File: config.mk
export PLATFORM = sky130hd
export DESIGN_NAME = spi_reg_writer
export DESIGN_NICKNAME = d
export VERILOG_FILES = /design/src/rtl/spi_reg_writer.sv
export SDC_FILE = /design/constraint.sdc
export NUM_CORES = 1
export LEC_CHECK = 0
export CAP_MARGIN = 20
export CORE_MARGIN = 10
export CORE_UTILIZATION = 50
export CTS_BUF_LIST = sky130_fd_sc_hd__clkbuf_8
export DETAILED_ROUTE_END_ITERATION = 7
export GPL_ROUTABILITY_DRIVEN = 1
export PLACE_DENSITY = 0.75
export SLEW_MARGIN = 20
export SYNTH_ARGS = -nofsm -noshare
export SYNTH_HDL_FRONTEND = slang
export SYNTH_SLANG_ARGS = --single-unit
File: constraint.sdc
create_clock -name clk -period 3.25 [get_ports clk]
set_input_delay 0.975 -clock clk [delete_from_list [all_inputs] [get_ports clk]]
set_output_delay 0.975 -clock clk [all_outputs]
set_load 0.01 [all_outputs]
File: src/rtl/spi_reg_writer.sv
// SPI mode-0 initiator that sends one 16-bit register-write frame per start.
// Frame layout: write flag, 7-bit address, 8-bit data, MSB first.
module spi_reg_writer #(
  parameter int CLK_DIV = 4
) (
  input  logic       clk,
  input  logic       rst,
  input  logic       start,
  input  logic [6:0] addr,
  input  logic [7:0] wdata,
  output logic       busy,
  output logic       done,
  output logic       sclk,
  output logic       copi,
  output logic       ncs
);

  localparam int CW = (CLK_DIV > 1) ? $clog2(CLK_DIV) : 1;

  typedef enum logic [2:0] {
    IDLE,
    SETUP,
    SHIFT,
    HOLD,
    GAP
  } state_t;

  state_t state, state_nxt;

  logic [CW-1:0] cnt;
  logic [4:0]    edg;
  logic [15:0]   shreg;

  logic tick;
  logic accept;
  logic last_edge;
  logic shift_en;

  logic sclk_d, copi_d, ncs_d, busy_d, done_d;

  assign tick      = (cnt == CW'(CLK_DIV - 1));
  assign accept    = (state == IDLE) && start;
  assign last_edge = (edg == 5'd30);
  // Odd-numbered edges are falling; the final falling edge keeps bit0 on copi.
  assign shift_en  = (state == SHIFT) && tick && sclk && !last_edge;

  always_ff @(posedge clk) begin
    if (rst) begin
      state <= IDLE;
    end else begin
      state <= state_nxt;
    end
  end

  always_comb begin
    state_nxt = state;
    unique case (state)
      IDLE:  if (start) state_nxt = SETUP;
      SETUP: if (tick) state_nxt = SHIFT;
      SHIFT: if (tick && last_edge) state_nxt = HOLD;
      HOLD:  if (tick) state_nxt = GAP;
      GAP:   if (tick) state_nxt = IDLE;
      default: state_nxt = IDLE;
    endcase
  end

  always_comb begin
    sclk_d = 1'b0;
    copi_d = 1'b0;
    ncs_d  = 1'b1;
    busy_d = 1'b0;
    done_d = 1'b0;
    unique case (state)
      IDLE: begin
        if (start) begin
          ncs_d  = 1'b0;
          busy_d = 1'b1;
          copi_d = 1'b1;
        end
      end
      SETUP: begin
        ncs_d  = 1'b0;
        busy_d = 1'b1;
        copi_d = copi;
        sclk_d = tick;
      end
      SHIFT: begin
        ncs_d  = 1'b0;
        busy_d = 1'b1;
        sclk_d = tick ? ~sclk : sclk;
        copi_d = shift_en ? shreg[14] : copi;
      end
      HOLD: begin
        ncs_d  = tick;
        busy_d = 1'b1;
        copi_d = tick ? 1'b0 : copi;
      end
      GAP: begin
        busy_d = !tick;
        done_d = tick;
      end
      default: begin
        ncs_d = 1'b1;
      end
    endcase
  end

  always_ff @(posedge clk) begin
    if (rst) begin
      cnt   <= '0;
      edg   <= '0;
      shreg <= '0;
      sclk  <= 1'b0;
      copi  <= 1'b0;
      ncs   <= 1'b1;
      busy  <= 1'b0;
      done  <= 1'b0;
    end else begin
      sclk <= sclk_d;
      copi <= copi_d;
      ncs  <= ncs_d;
      busy <= busy_d;
      done <= done_d;

      if (state == IDLE || tick) begin
        cnt <= '0;
      end else begin
        cnt <= cnt + CW'(1);
      end

      if (state == SETUP && tick) begin
        edg <= '0;
      end else if (state == SHIFT && tick) begin
        edg <= edg + 5'd1;
      end

      if (accept) begin
        shreg <= {1'b1, addr, wdata};
      end else if (shift_en) begin
        shreg <= {shreg[14:0], 1'b0};
      end
    end
  end

endmodule

# == Word level (Yosys, flattened, before mapping) ==
# Index checks and enable logic that the tools add are counted.
# word_totals
ram_bits,0
latch_bits,0
input_bits,18
elab_cells,62
ff_bits,30
out_inout_bits,5
n_memories,0
rom_bits,0
# op_classes
bitwise,3
magnitude_cmp,0
addsub,2
shifts,0
reduce_logical,18
eq_ne,13
div,0
n_mul,0
mux,17
# op_table
operator,n
$mux W15,2
$mux W3,5
$pmux W3 S5,1
$ne A2 B2 Y1 const B,7
$reduce_or A2 Y1,4
$eq A3 B2 Y1 const B,2
$logic_and A1 B1 Y1,6
$pmux W1 S3,2
$add A5 B1 Y5 const B,1
$eq A5 B5 Y1 const B,1
$mux W1,5
$reduce_and A5 Y1,1
$pmux W1 S4,1
$eq A3 B1 Y1 const B,1
$eq A3 B3 Y1 const B,1
$logic_not A3 Y1,1
$not A1 Y1,3
$reduce_and A3 Y1,1
$reduce_or A3 Y1,1
$add A2 B1 Y2 const B,1
$eq A2 B2 Y1 const B,1
$logic_not A1 Y1,2
$pmux W1 S2,1
$reduce_bool A2 Y1,1
$logic_or A1 B1 Y1,1

# == Depth between registers and ports, before layout ==
# logic_depth
ltp_word,6
mapped_depth,9
mapped_depth_nobuf,6

# == Least setup slack after synthesis ==
# OpenSTA, ideal clock, no wires.
# synth_path
kind,input to register
startpoint,input port start
endpoint,register shreg[7]
arrival_time_ps,1677
path_buffers,1
setup_ps,143
setup_slack_ps,1429
cell_stages,4
required_time_ps,3107
cell_sequence,nand2_2 > buf_2 > mux2i_1 > a211oi_2
# synth_between
elab_chain_len,2
word_cells_on_any_way,3
cone_classes,mux: 1; reduce/logical: 2
# synth_lines
item,line,source
start: declaration,8,"input logic start,"
$logic_and A1 B1 Y1 *,42,assign accept = (state == IDLE) && start;
$mux W15 / $reduce_bool A2 Y1 (equally long branches),n/a,
end signal: assignment,138,"shreg <= {1'b1, addr, wdata};"
end signal: assignment,140,"shreg <= {shreg[14:0], 1'b0};"
end: declaration,32,logic [15:0] shreg;
# Mark *: on every way between the ends. The rest lies on a longest branch, timed or not.
# A chain may end at the register's enable or synchronous reset.

# == Worst setup path in the final report ==
# layout_path
startpoint,register sclk
endpoint,output port sclk
# layout_rtl
item,line,source
start: declaration,13,"output logic sclk,"
start signal: assignment,119,sclk <= sclk_d;
# No word-level cell between the ends.

==> qor.yml <==
final.setup.tns_ps: 0
netlist_area_sq_um: 1470
final_common_cell: "dfxtp_1"
ctsRootBufferMaster: "clkbuf_8"
grt_max_degree: 27
fillerInstances: 231
worst_setup_path_start_kind: "register"
wl_mm: 3.04
power_leakage_nw: 0.706
drt_iter0_drc: 39
crit_arrival_ps: 1290
globalRouteTotalUtil_pct: 11.5
start_util_pct: 52.9
clkSinkCount: 30
cts_buffers: 5
async_flop_share_pct: 0
hp-class: "register to register"
crit_slowest_cell: "clkdlybuf4s50_1"
max_freq_mhz: 442
swShare_pct: 24.9
drcViolationCount: 0
place_area_sq_um: 1670
path_clk_slew_ps: 60
comb_power_share_pct: 14.9
design_area_sq_um: 1760
ant_nets: 0
syn_to_final_growth_pct: 19.4
outcome: "complete, no violations"
die_w_um: 74.3
slew_violations: 0
setup_viol: 0
diodes: 0
viasPerCell: 5.62
syn_inst: 145
holdPathStages: 1
cts_tree: "yes"
synth.distinct_cells: 38
final_util_pct: 63.2
synth_edf_count: 0
final_hold_viol_count: 0
crit_required_ps: 2270
seq_power_share_pct: 48.9
dr.pass1.iters: 2
grt_pass1_vias: 1097
stdcell_count: 196
holdBufCountCts: 0
skew_ps: 2.27
powerDensity_nw_per_um2: 470
worst_slew_pin_slew_ps: 471
dieHeight_um: 74.3
avgSynthCellArea_sq_um: 10.2
path_class: "register to primary output"
multi_input_area_sq_um: 785
post_cts_buffers: 0
rows: 19
yosys_most_used_dff: "dfxtp_1"
grt_antenna_before_repair: 0
ys_seq_area_share_pct: 40.8
cap_viol_max_count: 0
cts-htree-levels: 2
p_int_w: 0.000621
rsz0062_at_grt: "no"
regArea_sq_um: 601
ir_drop_mv: 0.426
grt_pass1_wl_mm: 4.99
cts.path.max_buffers: 2
insertion_delay_ps: 280
p_switching_w: 0.000206
min_period_ps: 2260
cp_num_buf_inv: 1
slew_headroom_pct: 68.5
core_area_sq_um: 2780
drive_above_1_share_pct: 15.8
gp_congestion: 0.720
cpLargestDelayFamily: "buffers and inverters"
critPathMaxFanout: 5
yosys_warnings: 0
dp_hpwl_mm: 2.20
mostFrequentLayoutCells: "30 x dfxtp_1, 22 x clkdlybuf4s50_1, 21 x nor2_1, 16 x mux2i_1, 13 x a211oi_2"
dr_total_vias: 1102
port_buffers: 22
cp_num_cells: 1
die-area_sq_um: 5520
r2r_cells: 6
wire_per_inst_um: 15.5
fin_crit_sh_pct: 69.7
syn_nets: 166
power.share.clock_pct: 36.3
worst_hold_slack_ps: 437
crit_chain: "clkdlybuf4s50_1"
layout.nets: 185
ys_ff_latch: 30
cp-end-kind: "primary output"
cts_resized: 0
grt-ovfl-total: 0
slowest_delay_ps: 580
ios: 23
place_inst: 188
## logic make-up after synthesis
family | Yosys count | share of synthesized area, %
AND/OR/NAND/NOR | 49 | 18.2
flip-flops | 30 | 40.8
AO/OA/AOI/OAI | 27 | 18.1
multiplexers | 16 | 10.9
buffers and inverters | 14 | 5.95
XOR/XNOR | 6 | 3.57
adder cells (fa/ha/maj) | 3 | 2.55
## per-layer routing
metal	GRT usage [%]	vias to the layer above	share of wire, %
met2	18.8	18	48
met3	5.45	3	5.7
li1	-	563	-
met4	3.05	0	0.82
met5	0	-	0
met1	13.3	518	45
## through the flow
stage,total power (W),worst slack (ps)
3_3_place_gp,0.000529,869
5_1_grt,0.000865,924
3_5_place_dp,0.000535,746
6_report,0.000826,986
2_1_floorplan,0.000498,1430
4_1_cts,0.000837,972
## sequential cells by signal, indices dropped and copies added, names as in the netlist
name   count
cnt        2
copi       1
state      3
sclk       1
shreg     15
edg        5
done       1
ncs        1
busy       1
## final timing paths
check             startpoint  endpoint  slack (ps)
setup / recovery        sclk      sclk         990
hold / removal        cnt[0]    cnt[0]         440
setup reg to reg      cnt[0]  shreg[4]        1170
hold reg to reg       cnt[0]    cnt[0]         440
## cell type report
cell class	instances	share of cell area, %
Inverter	2	0.427
Multi-Input combinational cell	101	44.6
Clock buffer	6	4.70
Sequential cell	30	34.2
Tap cell	31	2.21
Clock inverter	2	0.498
Timing Repair Buffer	24	13.4
## power groups by stage
stage                     registers (W)  logic [W]  clock network (W)
after floorplan                0.000408  0.0000901                  0
final                          0.000404   0.000123           0.000300
after detailed placement       0.000412   0.000123                  0
after CTS                      0.000404   0.000124           0.000308
after global routing           0.000406   0.000135           0.000323
after global placement         0.000411   0.000118                  0
## synthesized netlist by cell type, drive strengths merged, types with 3 or more instances
cell | n | area [sq um]
a211oi | 15 | 178
xor2 | 5 | 43.8
clkbuf | 3 | 11.3
nor2 | 21 | 78.8
nor3 | 4 | 31.3
nand3 | 3 | 15.0
nand4 | 3 | 18.8
nand2 | 5 | 21.3
ha | 3 | 37.5
dfxtp | 30 | 601
mux2i | 16 | 160
a21oi | 5 | 25.0
buf | 9 | 68.8
No activity file was read; power rests on OpenSTA's default activity.
==> edit, RTL diff (same flow settings) <==
The 5 states of `state_t` get a Gray code encoding in 3 bits.
--- a/src/rtl/spi_reg_writer.sv
+++ b/src/rtl/spi_reg_writer.sv
@@ -20,7 +20,7 @@
   typedef enum logic [2:0] {
-    IDLE,
-    SETUP,
-    SHIFT,
-    HOLD,
-    GAP
+    IDLE  = 3'b000,
+    SETUP = 3'b001,
+    SHIFT = 3'b011,
+    HOLD  = 3'b010,
+    GAP   = 3'b110
   } state_t;
Behaviour: same outputs for any inputs over 10 cycles, from zero or initial values and one cycle with rst high; not proved beyond that.
==> edit against the unedited design <==
Combinational power shrank 40%. Synthesized area shrank 6.8%. Count of clock-buffer cells in the layout is the same. Final area shrank 6.2%. Sequential power shrank 1%. Power shrank 7.8%. Worst setup slack lost 0.19 ns. Largest cell class unchanged. Routed wire length grew 0.20%. Sequential cell count is the same. Clock power shrank 4%. Clock skew grew 0.0016 ns.
==> edit: results (changes against the unedited design) <==
stage,metric,value,unit,change
power_and_ir_drop,p_sw_share,22.4,%,was 24.9%
synthesis,syn_nets,187,,was 166
clocking,cts_buffer_depth,2,,unchanged
placed_design,dp_hpwl,2.20,mm,about the same
outcome,status,"finished, final reports clean",,unchanged
clocking,cts_inserted_buffers,5,,unchanged
power_and_ir_drop,power_leakage,0.602,nW,was 0.706 nW
power_and_ir_drop,ir_drop,325,µV,was 426 µV
detailed_routing,first_pass_iters,4,,was 2
placed_design,routabilityCongestion,0.808,,was 0.720
detailed_routing,wl_per_cell,14.4,µm,was 15.5 µm
synthesis,synth_area,1370,µm²,was 1470 µm²
detailed_routing,drt_iter0_markers,89,,was 39
finish,finalNetCount,204,,was 185
finish,fill_cells,220,,was 231
synthesis,synth_area_leaders,"dfxtp_1 44%, a311oi_1 9.6%, nand2_1 9.6%",,"was dfxtp_1 41%, a211oi_2 11%, mux2i_1 11%"
timing,skew,0.00389,ns,was 0.00227 ns
setup_path,r2r_cells,5,,was 6
synthesis,seq_area_frac_synth,43.8,%,was 40.8%
synthesis,ys_types,35,,was 38
clocking,insertion_delay,0.27,ns,
clocking,cts_max_level,2,,unchanged
synthesis,synth_commonest_cells,"35 x nand2_1, 30 x dfxtp_1, 20 x nor2_1, 15 x a311oi_1, 8 x a21oi_1",,"was 30 x dfxtp_1, 21 x nor2_1, 16 x mux2i_1, 13 x a211oi_2"
clocking,root_buffer,clkbuf_8,,unchanged
global_routing,grt_util_all_layers,11.9,%,was 11.5%
setup_path,critical-path-slowest-cell,or4b_1,,was clkdlybuf4s50_1
finish,diodes,0,,unchanged
global_routing,grt_max_degree,21,,was 27
synthesis,synthFlopType,dfxtp_1,,unchanged
placed_design,placed_area,1570,µm²,was 1670 µm²
setup_path,max_stage_delay,0.63,ns,was 0.58 ns
synthesis,yosys_warnings,0,,unchanged
setup_path,cp.arrival,2.63,ns,was 1.29 ns
global_routing,antenna_found_initial,0,,unchanged
setup_path,reg2reg_slack,1.15,ns,was 1.17 ns
global_routing,grt_first_pass_wirelength,5.25,mm,was 4.99 mm
timing,worst_slew_pin_slew,0.601,ns,was 0.471 ns
hold_path,whs_path_depth,1,,unchanged
global_routing,grt_pass1_vias,1167,,was 1097
finish,drive_above_1_share,5.49,%,was 15.8%
setup_path,timing.rr.end,shreg[7],,was shreg[4]
hold_path,holdCritStartpoint,cnt[0],,unchanged
setup_path,critPathMaxFanout,20,,was 5
timing,hold_slack,0.436,ns,was 0.437 ns
detailed_routing,viasPerCell,5.76,,was 5.62
-- edit: power by group through the flow --
| stage | logic (mW) | clock network [mW] | registers [mW] |
|---|---|---|---|
| 6_report | 0.0736 | 0.288 | 0.400 |
| 3_5_place_dp | 0.0738 | 0 | 0.408 |
| 2_1_floorplan | 0.0401 | 0 | 0.405 |
| 3_3_place_gp | 0.0708 | 0 | 0.407 |
| 5_1_grt | 0.0823 | 0.305 | 0.403 |
| 4_1_cts | 0.0741 | 0.290 | 0.400 |
-- edit: through the flow --
| stage | util [%] | setup WS (ns) | power, mW | std cells |
|---|---|---|---|---|
| floorplan | - | 1.32 | 0.445 | 166 |
| global placement | 61.6 | 0.562 | 0.478 | 206 |
| detailed placement | 61.6 | 0.518 | 0.481 | 206 |
| CTS | 64.8 | 0.801 | 0.764 | 212 |
| global route | 64.8 | 0.696 | 0.790 | 212 |
| finish | 64.8 | 0.793 | 0.762 | 212 |
-- edit: cell type report --
type | count | area (µm²) | area share [%]
repair buffers | 24 | 235 | 14.3
multi-input cells | 117 | 674 | 40.9
clock buffers | 6 | 82.6 | 5.01
flip-flops and latches | 30 | 601 | 36.4
well taps | 30 | 37.5 | 2.28
inverters | 5 | 18.8 | 1.14
-- edit: worst max path at each step --
stage	from	to	slack [ns]
final	start	shreg[7]	0.79
after floorplan	start	shreg[0]	1.32
after global placement	start	shreg[9]	0.56
after detailed placement	start	shreg[7]	0.52
after CTS	start	shreg[8]	0.80
after global routing	start	shreg[6]	0.70
-- edit: cell families (layout without fill, tap and decap cells) --
family	Yosys count	in the layout	synth area share [%]
XOR/XNOR	2	2	1.28
AO/OA/AOI/OAI	34	34	17.4
flip-flops	30	30	43.8
buffers and inverters	19	35	7.11
adder cells (fa/ha/maj)	3	3	2.74
AND/OR/NAND/NOR	78	78	27.7
-- edit: per-layer routing --
layer  wire, µm  share of wire (%)  up-vias  GRT usage [%]
li1           -                  -      610              -
met1       1380                 45      570           14.7
met2       1420                 47       32           18.0
met3        183                6.0        9           4.35
met4         63                2.1        0           5.06
met5          0                  0        -              0
